**src/rtl/note_pkg.sv**
```systemverilog
// Shared constants for the note tone generator and note detector.
// Note codes, nominal periods at 50 MHz, detector state encoding and a tolerance helper.
package note_pkg;

    localparam int unsigned CNT_W = 18;

    localparam logic [1:0] NOTE_NONE = 2'd0;
    localparam logic [1:0] NOTE_A4   = 2'd1;
    localparam logic [1:0] NOTE_B4   = 2'd2;

    localparam int unsigned PERIOD_A4 = 113636;
    localparam int unsigned PERIOD_B4 = 101238;

    typedef enum logic [1:0] {
        IDLE,
        MEASURE,
        LOCKED
    } state_e;

    // One extra bit of headroom so the absolute difference never wraps.
    function automatic logic within_tol(input logic [CNT_W-1:0] cnt,
                                        input logic [CNT_W:0]   nom,
                                        input logic [CNT_W:0]   tol);
        logic [CNT_W:0] c;
        logic [CNT_W:0] diff;
        c    = {1'b0, cnt};
        diff = (c >= nom) ? (c - nom) : (nom - c);
        return (diff <= tol);
    endfunction

endpackage

```
**src/rtl/input_conditioner.sv**
```systemverilog
// Synchronises the raw note input and produces a one-cycle rising-edge strobe.
// Build option: NOTE_DETECT_GLITCH_FILTER_EN adds a 4-cycle stability filter after the synchronizer.
module input_conditioner (
    input  logic clk_i,
    input  logic rst_i,
    input  logic music_i,
    output logic rise_o
);

    logic [1:0] sync_q;
    logic       level;
    logic       prev_q;

    always_ff @(posedge clk_i or posedge rst_i) begin
        if (rst_i) begin
            sync_q <= 2'b00;
        end else begin
            sync_q <= {sync_q[0], music_i};
        end
    end

`ifdef NOTE_DETECT_GLITCH_FILTER_EN
    logic       filt_q;
    logic       filt_d;
    logic [1:0] stable_q;
    logic [1:0] stable_d;

    // Flip only after the synchronized level has disagreed for four cycles in a row.
    always_comb begin
        filt_d   = filt_q;
        stable_d = 2'd0;
        if (sync_q[1] != filt_q) begin
            if (stable_q == 2'd3) begin
                filt_d = sync_q[1];
            end else begin
                stable_d = stable_q + 2'd1;
            end
        end
    end

    always_ff @(posedge clk_i or posedge rst_i) begin
        if (rst_i) begin
            filt_q   <= 1'b0;
            stable_q <= 2'd0;
        end else begin
            filt_q   <= filt_d;
            stable_q <= stable_d;
        end
    end

    assign level = filt_q;
`else
    assign level = sync_q[1];
`endif

    always_ff @(posedge clk_i or posedge rst_i) begin
        if (rst_i) begin
            prev_q <= 1'b0;
        end else begin
            prev_q <= level;
        end
    end

    assign rise_o = level & ~prev_q;

endmodule

```
**src/rtl/note_detector.sv**
```systemverilog
// Measures the period of a square-wave note input and decodes it to A4, B4 or none.
// Build option: NOTE_DETECT_GLITCH_FILTER_EN enables the input glitch filter.
module note_detector
    import note_pkg::*;
#(
    parameter int unsigned TOL        = 1024,
    parameter int unsigned LOCK_COUNT = 3,
    parameter int unsigned MAX_PERIOD = 200000,
    parameter int unsigned NOM_A4     = PERIOD_A4,
    parameter int unsigned NOM_B4     = PERIOD_B4
) (
    input  logic        externalClock,
    input  logic        reset,
    input  logic        music_in,
    output logic [1:0]  note,
    output logic        note_valid,
    output logic        note_change,
    output logic [17:0] period
);

    localparam logic [CNT_W-1:0] MaxCnt  = MAX_PERIOD[CNT_W-1:0];
    localparam logic [CNT_W:0]   NomA4W  = NOM_A4[CNT_W:0];
    localparam logic [CNT_W:0]   NomB4W  = NOM_B4[CNT_W:0];
    localparam logic [CNT_W:0]   TolW    = TOL[CNT_W:0];
    localparam logic [2:0]       LockCnt = LOCK_COUNT[2:0];

    logic rise;

    state_e           state_q, state_d;
    logic [CNT_W-1:0] cnt_q, cnt_d;
    logic [CNT_W-1:0] period_q, period_d;
    logic [2:0]       match_q, match_d;
    logic [1:0]       class_q, class_d;
    logic [1:0]       note_q, note_d;
    logic             valid_q, valid_d;
    logic             change_q, change_d;

    logic             timeout;
    logic [1:0]       cls;
    logic [2:0]       match_next;

    input_conditioner u_cond (
        .clk_i   (externalClock),
        .rst_i   (reset),
        .music_i (music_in),
        .rise_o  (rise)
    );

    assign timeout = (cnt_q == MaxCnt);

    always_comb begin
        if (within_tol(cnt_q, NomA4W, TolW)) begin
            cls = NOTE_A4;
        end else if (within_tol(cnt_q, NomB4W, TolW)) begin
            cls = NOTE_B4;
        end else begin
            cls = NOTE_NONE;
        end
    end

    always_comb begin
        if (cls == NOTE_NONE) begin
            match_next = 3'd0;
        end else if (cls == class_q) begin
            match_next = (match_q == 3'd7) ? match_q : (match_q + 3'd1);
        end else begin
            match_next = 3'd1;
        end
    end

    always_comb begin
        state_d  = state_q;
        cnt_d    = timeout ? cnt_q : (cnt_q + 18'd1);
        period_d = period_q;
        match_d  = match_q;
        class_d  = class_q;
        note_d   = note_q;
        valid_d  = valid_q;

        // A rising edge takes priority over a coincident timeout.
        if (rise) begin
            cnt_d    = 18'd1;
            period_d = cnt_q;
            unique case (state_q)
                IDLE: begin
                    state_d = MEASURE;
                    class_d = NOTE_NONE;
                    match_d = 3'd0;
                end
                MEASURE: begin
                    class_d = cls;
                    match_d = match_next;
                    if ((cls != NOTE_NONE) && (match_next >= LockCnt)) begin
                        state_d = LOCKED;
                        note_d  = cls;
                        valid_d = 1'b1;
                    end
                end
                LOCKED: begin
                    if (cls != note_q) begin
                        state_d = MEASURE;
                        class_d = cls;
                        match_d = match_next;
                        note_d  = NOTE_NONE;
                        valid_d = 1'b0;
                    end
                end
                default: begin
                    state_d = IDLE;
                end
            endcase
        end else if (timeout) begin
            state_d = IDLE;
            class_d = NOTE_NONE;
            match_d = 3'd0;
            note_d  = NOTE_NONE;
            valid_d = 1'b0;
        end

        change_d = (note_d != note_q) || (valid_d != valid_q);
    end

    always_ff @(posedge externalClock or posedge reset) begin
        if (reset) begin
            state_q  <= IDLE;
            cnt_q    <= '0;
            period_q <= '0;
            match_q  <= 3'd0;
            class_q  <= NOTE_NONE;
            note_q   <= NOTE_NONE;
            valid_q  <= 1'b0;
            change_q <= 1'b0;
        end else begin
            state_q  <= state_d;
            cnt_q    <= cnt_d;
            period_q <= period_d;
            match_q  <= match_d;
            class_q  <= class_d;
            note_q   <= note_d;
            valid_q  <= valid_d;
            change_q <= change_d;
        end
    end

    assign note        = note_q;
    assign note_valid  = valid_q;
    assign note_change = change_q;
    assign period      = period_q;

endmodule

```
**config.mk**
```make
export PLATFORM = sky130hd
export DESIGN_NAME = note_detector
export DESIGN_NICKNAME = d
export VERILOG_FILES = /design/src/rtl/note_pkg.sv /design/src/rtl/input_conditioner.sv /design/src/rtl/note_detector.sv
export SDC_FILE = /design/constraint.sdc
export NUM_CORES = 1
export LEC_CHECK = 0
export CORE_UTILIZATION = 45
export DETAILED_ROUTE_END_ITERATION = 10
export DONT_BUFFER_PORTS = 1
export GPL_TIMING_DRIVEN = 0
export PLACE_DENSITY_LB_ADDON = 0.15
export SYNTH_ARGS = -nofsm -noshare
export SYNTH_HDL_FRONTEND = slang
export SYNTH_SLANG_ARGS = --single-unit
```
**constraint.sdc**
```tcl
create_clock -name externalClock -period 8 [get_ports externalClock]
set_input_delay 1.6 -clock externalClock [delete_from_list [all_inputs] [get_ports externalClock]]
set_output_delay 1.6 -clock externalClock [all_outputs]
set_load 0.02 [all_outputs]
```
Word level (Yosys, flattened, before mapping)
Cells that the tools add are included.
{"block": "word_totals", "register_bits": 50, "input_bits": 3, "output_inout_bits": 22, "word_cells": 74}
{"block": "op_classes", "add_sub_neg": 6, "magnitude_cmp": 5, "eq_ne": 12, "muxes": 31, "bitwise_logic": 2, "reduce_logical": 8}
{"cell": "$le A19 B11 Y1 const B", "count": 2}
{"cell": "$mux W19", "count": 2}
{"cell": "$sub A17 B18 Y19 const A", "count": 2}
{"cell": "$sub A18 B17 Y19 const B", "count": 2}
{"cell": "$ge A18 B17 Y1 const B", "count": 2}
{"cell": "$mux W18", "count": 2}
{"cell": "$mux W2", "count": 12}
{"cell": "$add A18 B1 Y18 const B", "count": 1}
{"cell": "$eq A18 B18 Y1 const B", "count": 1}
{"cell": "$mux W3", "count": 6}
{"cell": "$pmux W2 S3", "count": 2}
{"cell": "$pmux W3 S3", "count": 1}
{"cell": "$ne A3 B3 Y1 const B", "count": 2}
{"cell": "$reduce_and A3 Y1", "count": 2}
{"cell": "$logic_not A2 Y1", "count": 2}
{"cell": "$mux W1", "count": 4}
{"cell": "$ne A2 B2 Y1", "count": 2}
{"cell": "$ne A4 B1 Y1 const B", "count": 1}
{"cell": "$pmux W2 S2", "count": 1}
{"cell": "$reduce_bool A2 Y1", "count": 2}
{"cell": "$add A3 B1 Y3 const B", "count": 1}
{"cell": "$eq A3 B3 Y1 const B", "count": 1}
{"cell": "$ge A3 B2 Y1 const B", "count": 1}
{"cell": "$eq A2 B1 Y1 const B", "count": 1}
{"cell": "9 further kinds", "count": 9}

Logic depth before layout (Yosys ltp)
{"block": "logic_depth", "ltp_word": 15, "depth_mapped": 17, "mapped_depth_nobuf": 14}

Modules after synthesis
A second synthesis with hierarchy kept.
{"block": "unflattened", "hier_cells": 522, "hier_area_um2": 4349.2}
{"mod": "note_detector", "instances": 1, "cells_per_inst": 517, "area_per_inst_um2": 4256.6, "seq_area_each_um2": 1176.1}
{"mod": "input_conditioner", "instances": 1, "cells_per_inst": 5, "area_per_inst_um2": 92.6, "seq_area_each_um2": 75.1}

Least setup slack after synthesis
OpenSTA, ideal clock, no wires.
{"block": "synth_path", "path_type": "register -> register", "start": "register cnt_q[3]", "end": "register state_q[0]", "setup_ns": 0.121, "arrival_ns": 3.570, "required_time_ns": 7.879, "path_slack_ns": 4.309, "path_stages_with_launch": 17, "path_buffers": 2, "synth_period_minus_slack_ns": 3.691, "path_cell_list": "dfrtp_1 -> buf_6 -> clkbuf_1 -> inv_1 -> ha_1 -> nand2_1 -> o41ai_2 -> a21o_1 -> nor2_2 -> o311a_1 -> nor4_2 -> a41oi_1 -> or3_4 -> a41oi_4 -> o22ai_2 -> a21o_1 -> a22o_1"}
{"block": "synth_via", "elab_chain_len": 12, "elab_cells_between_ends": 25, "cone_classes": "add/sub (4); order compare (5); eq/ne (5); mux (6); reduce/logical (5)"}
{"item": "start, declared", "line_no": "note_detector.sv:30", "text": "logic [CNT_W-1:0] cnt_q, cnt_d;"}
{"item": "start signal, assigned", "line_no": "note_detector.sv:135", "text": "cnt_q <= cnt_d;"}
{"item": "$sub A17 B18 Y19 (tied with other cells)", "line_no": "note_pkg.sv:27", "text": "diff = (c >= nom) ? (c - nom) : (nom - c);"}
{"item": "$mux W19", "line_no": "note_pkg.sv:27"}
{"item": "$le A19 B11 Y1", "line_no": "note_pkg.sv:28", "text": "return (diff <= tol);"}
{"item": "$mux W2", "line_no": "note_detector.sv:54", "text": "end else if (within_tol(cnt_q, NomB4W, TolW)) begin"}
{"item": "$mux W2", "line_no": "note_detector.sv:52", "text": "if (within_tol(cnt_q, NomA4W, TolW)) begin"}
{"item": "$eq A2 B2 Y1", "line_no": "note_detector.sv:64", "text": "end else if (cls == class_q) begin"}
{"item": "$mux W3", "line_no": "note_detector.sv:64"}
{"item": "$mux W3", "line_no": "note_detector.sv:62", "text": "if (cls == NOTE_NONE) begin"}
{"item": "$ge A3 B2 Y1", "line_no": "note_detector.sv:93", "text": "if ((cls != NOTE_NONE) && (match_next >= LockCnt)) begin"}
{"item": "$logic_and A1 B1 Y1", "line_no": "note_detector.sv:93"}
{"item": "$ne A3 B3 Y1 (no source line)"}
{"item": "$reduce_and A3 Y1 (no source line) *"}
{"item": "end signal, assigned", "line_no": "note_detector.sv:134", "text": "state_q <= state_d;"}
{"item": "end, declared", "line_no": "note_detector.sv:29", "text": "state_e state_q, state_d;"}
Mark *: on every way between the ends. The rest lies on a longest branch, timed or not.
A chain may end at the register's enable or synchronous reset.

Worst setup path in the final report
Same ends and word-level chain as after synthesis.

==> summary.txt <==
Yosys
  – Mean post-synth cell area: 8.07 sq um
  – Post-synthesis net count: 559
  – Syn Inst Count: 538
  – Synth warn: 0
  – Syn Std Cell Area: 4340 sq um
  – Cell taking the most area after synthesis: dfrtp_1
  – Fraction of synthesis flops using an asynchronous set or reset pin: 100%
  – Commonest register cell after synthesis: dfrtp_1
  – Area share of the leading cell type in the synthesized netlist: 28.8%
  – Seq cells post-synth: 50
  – Sequential element share of the synthesized area: 28.8%
  – Ranking of synthesized cells by area: dfrtp_1, nand2_1, xnor2_1, ha_1, nor2_1
  – Count of flip-flops with a built-in enable after synthesis: 0
  – Count of cell types in the netlist: 84

STA
  – Max-slew violation count: 0
  – Post-route clock skew: 0.00873 ns
  – Fmax: 220 MHz
  – Final setup violation count: 0
  – Crit share post-route: 56.7%
  – Worst Tran Pin Value: 1.17 ns
  – Final setup margin: 3.46 ns
  – Final sum of negative setup slack: 0 ns
  – Worst-case headroom to the max-slew limit: 21.3%
  – Final Hold Vio Count: 0
  – Setup repair after global routing missed its margin: false
  – Minimum period implied by the final worst setup slack: 4.54 ns

Flow run
  – Max Cap Violations: 0

Detailed routing
  – Wirelength per Cell: 19.1 um
  – Total wirelength of the detailed-routed design: 12900 um
  – DRT iter0 DRCs: 387
  – Remaining antenna violation count: 0
  – Drt via density: 6.17
  – Number of vias after detailed routing: 4174
  – Length of the first detailed-routing pass in iterations: 5
  – Number of DRC violations after detailed routing: 0

Critical path
  – Capture instance of the worst register-to-register path: state_q[0]
  – Critical register-to-register path startpoint: cnt_q[3]
  – Number of cells traversed by the worst register-to-register path: 16
  – Required time of the critical path: 8.20 ns
  – Most common cell on crit path: a21o_1
  – Data arrival time of the critical path: 4.73 ns
  – Crit end category: register
  – Critical path launch point type: register
  – Crit Path Category: register to register
  – Maximum single-stage delay on the critical path: 0.46 ns
  – CP max stage cell: or3_4
  – Largest fanout on the critical path: 10
  – Cells along the critical path: buf_6, clkbuf_1, inv_1, ha_1, nand2_1, o41ai_2, a21o_1, nor2_2, o311a_1, nor4_2, a41oi_1, or3_4, a41oi_4, o22ai_2, a21o_1, a22o_1
  – Setup slack of the most critical reg-to-reg path: 3.46 ns

Die
  – Core area: 9280 sq um
  – Site Rows: 35
  – Floorplan die height: 100 um
  – Initial cell density of the core: 46.8%
  – Die span in x: 100 um
  – IO Pins: 25
  – Area enclosed by the die boundary: 10000 sq um

CTS
  – PostCTS Resize Cnt: 0
  – Worst skew pair latency: 0.30 ns
  – Clock tree root driver cell: clkbuf_8
  – TritonCTS Sinks: 50
  – H-tree level count: 2
  – Total clock buffers created by CTS: 5
  – Maximum clock insertion buffer count: 2
  – TritonCTS clock tree: built
  – Clock-pin slew on the worst setup and hold paths: 0.09 ns
  – Hold buffer count at cts: 0
  – Buffers inserted during post-CTS setup optimization: 0

Placement
  – Weighted congestion at the end of routability-driven global placement: 0.961
  – Port Buf Inserts: 0
  – Half-perimeter wire length after detailed placement: 9640 um
  – Post-placement setup slack: 3.58 ns

Cells and area
  – Area delta synth->final: 6.71%
  – Antenna diode count: 0
  – Final layout net count: 567
  – Finished Core Util: 49.9%
  – Layout cell share with drive strength beyond 1: 11.0%

Global route
  – Largest net degree at the start of global routing: 34
  – Global-route wire length before repair: 20800 um
  – GRT overflow: 0
  – Global-route usage over all layers: 26.3%
  – Initial antenna violation count: 0
  – Number of global-route vias before repair: 3930

Min path
  – Hold Crit Endpoint: u_cond.sync_q[1]
  – Startpoint of the most critical hold path: u_cond.sync_q[0]
  – Worst hold path depth: 0
  – Worst hold path class: register to register

Power
  – Leak Pwr: 1.93 nW
  – Max IR drop VDD: 0.000124 V
  – Power Density: 166 nW/um^2

Status
  – Result of the run: finished clean
==> how the worst max path moves through the flow <==
stage          startpoint         end  slack [ns]
2_1_floorplan    cnt_q[3]  state_q[0]        4.31
3_3_place_gp     cnt_q[3]  state_q[0]        3.62
3_5_place_dp     cnt_q[3]  state_q[0]        3.58
4_1_cts          cnt_q[3]  state_q[0]        3.52
5_1_grt          cnt_q[3]  state_q[0]        3.22
6_report         cnt_q[3]  state_q[0]        3.46
==> cell families (layout without fill, tap and decap cells) <==
family,Yosys count,after routing,synth area share (%)
AND/OR/NAND/NOR,216,216,25.5
multiplexers,6,6,1.38
flip-flops,50,50,28.8
buffers and inverters,64,73,6.97
adder cells (fa/ha/maj),18,18,5.19
AO/OA/AOI/OAI,145,145,24.3
XOR/XNOR,39,39,7.87
==> metrics by stage <==
stage / hold WS [ns] / cells / power, mW / area [sq um]
2_1_floorplan: 0.331 / 538 / 0.513 / 4340
3_3_place_gp: 0.335 / 667 / 0.583 / 4500
3_5_place_dp: 0.340 / 668 / 0.590 / 4520
4_1_cts: 0.363 / 676 / 0.770 / 4630
5_1_grt: 0.365 / 676 / 0.821 / 4630
6_report: 0.360 / 676 / 0.771 / 4630
==> cell type report <==
cell class                      instances  area, sq um
Buffer                                 40          213
Clock buffer                            6         72.6
Clock inverter                          2         37.5
Fill cell                             938         4650
Inverter                               24         90.1
Multi-Input combinational cell        424         2790
Sequential cell                        50         1250
Tap cell                              129          161
Timing Repair Buffer                    1         20.0
==> critical path: cells and delay by family, from the launching register on <==
family / cells / cell delay [ns]
AOI/OAI and AO/OA: 8 / 2.09
adders and majority gates: 1 / 0.31
buffers and inverters: 3 / 0.66
DFF: 1 / 0.42
and+or+nand+nor: 4 / 0.95
==> cell usage after synthesis, types with 6 or more instances <==
| cell | instances |
|---|---|
| inv_1 | 22 |
| xor2_1 | 12 |
| clkbuf_1 | 17 |
| dfrtp_1 | 50 |
| o21ai_1 | 8 |
| ha_1 | 18 |
| a31oi_1 | 13 |
| xnor2_1 | 27 |
| nand2b_1 | 7 |
| o31ai_1 | 6 |
| mux2i_1 | 6 |
| nand3_1 | 8 |
| and3_1 | 8 |
| buf_2 | 11 |
| and2_1 | 6 |
| a21oi_1 | 23 |
| nor2_1 | 44 |
| nor3_1 | 11 |
| nor4_1 | 10 |
| o21ai_0 | 28 |
| nand2_1 | 81 |
| nand4_1 | 9 |
==> registers in the layout, summed over array words and instances (netlist names) <==
name and count:
note 2, class_q 2, period 18, match_q 3, note_valid 1, cnt_q 18
u_cond.sync_q 2, u_cond.prev_q 1, note_change 1, state_q 2
==> metal layers <==
| metal | vias up | part of all wire (%) | wire length [um] | global-route usage (%) |
|---|---|---|---|---|
| li1 | 1938 | - | - | - |
| met1 | 1992 | 46 | 5970 | 37.0 |
| met2 | 216 | 45 | 5760 | 41.4 |
| met3 | 28 | 7.4 | 956 | 4.67 |
| met4 | 0 | 1.9 | 243 | 7.13 |
| met5 | - | 0 | 0 | 0 |
==> placed cells by master (no fill, tap or decap), types with 4 or more instances in the layout <==
master,netlist,final
inv_1,22,21
clkbuf_8,0,5
o21ai_1,8,8
nand2_1,81,81
buf_2,11,11
o31ai_1,6,6
and3_1,8,8
xnor2_1,27,27
a21o_1,4,4
dfrtp_1,50,50
a21oi_1,23,23
buf_6,5,5
nor3_1,11,11
buf_1,4,4
nor4_2,4,4
o211ai_1,5,5
and2_1,6,6
nor2b_1,5,5
a31oi_1,13,13
nor4_1,10,10
a211oi_1,5,5
mux2i_1,6,6
nand3_1,8,8
nand2b_1,7,7
o21ai_0,28,28
ha_1,18,18
clkbuf_1,17,18
xor2_1,12,12
nand4_1,9,9
nor2_1,44,44
==> where the power goes <==
part | internal [mW] | total [mW] | leakage (nW) | switching [mW]
clock | 0.0934 | 0.179 | 0.0514 | 0.0856
sequential | 0.273 | 0.305 | 0.679 | 0.0328
combinational | 0.0969 | 0.287 | 1.20 | 0.190
Power figures use the tool's default switching activity.
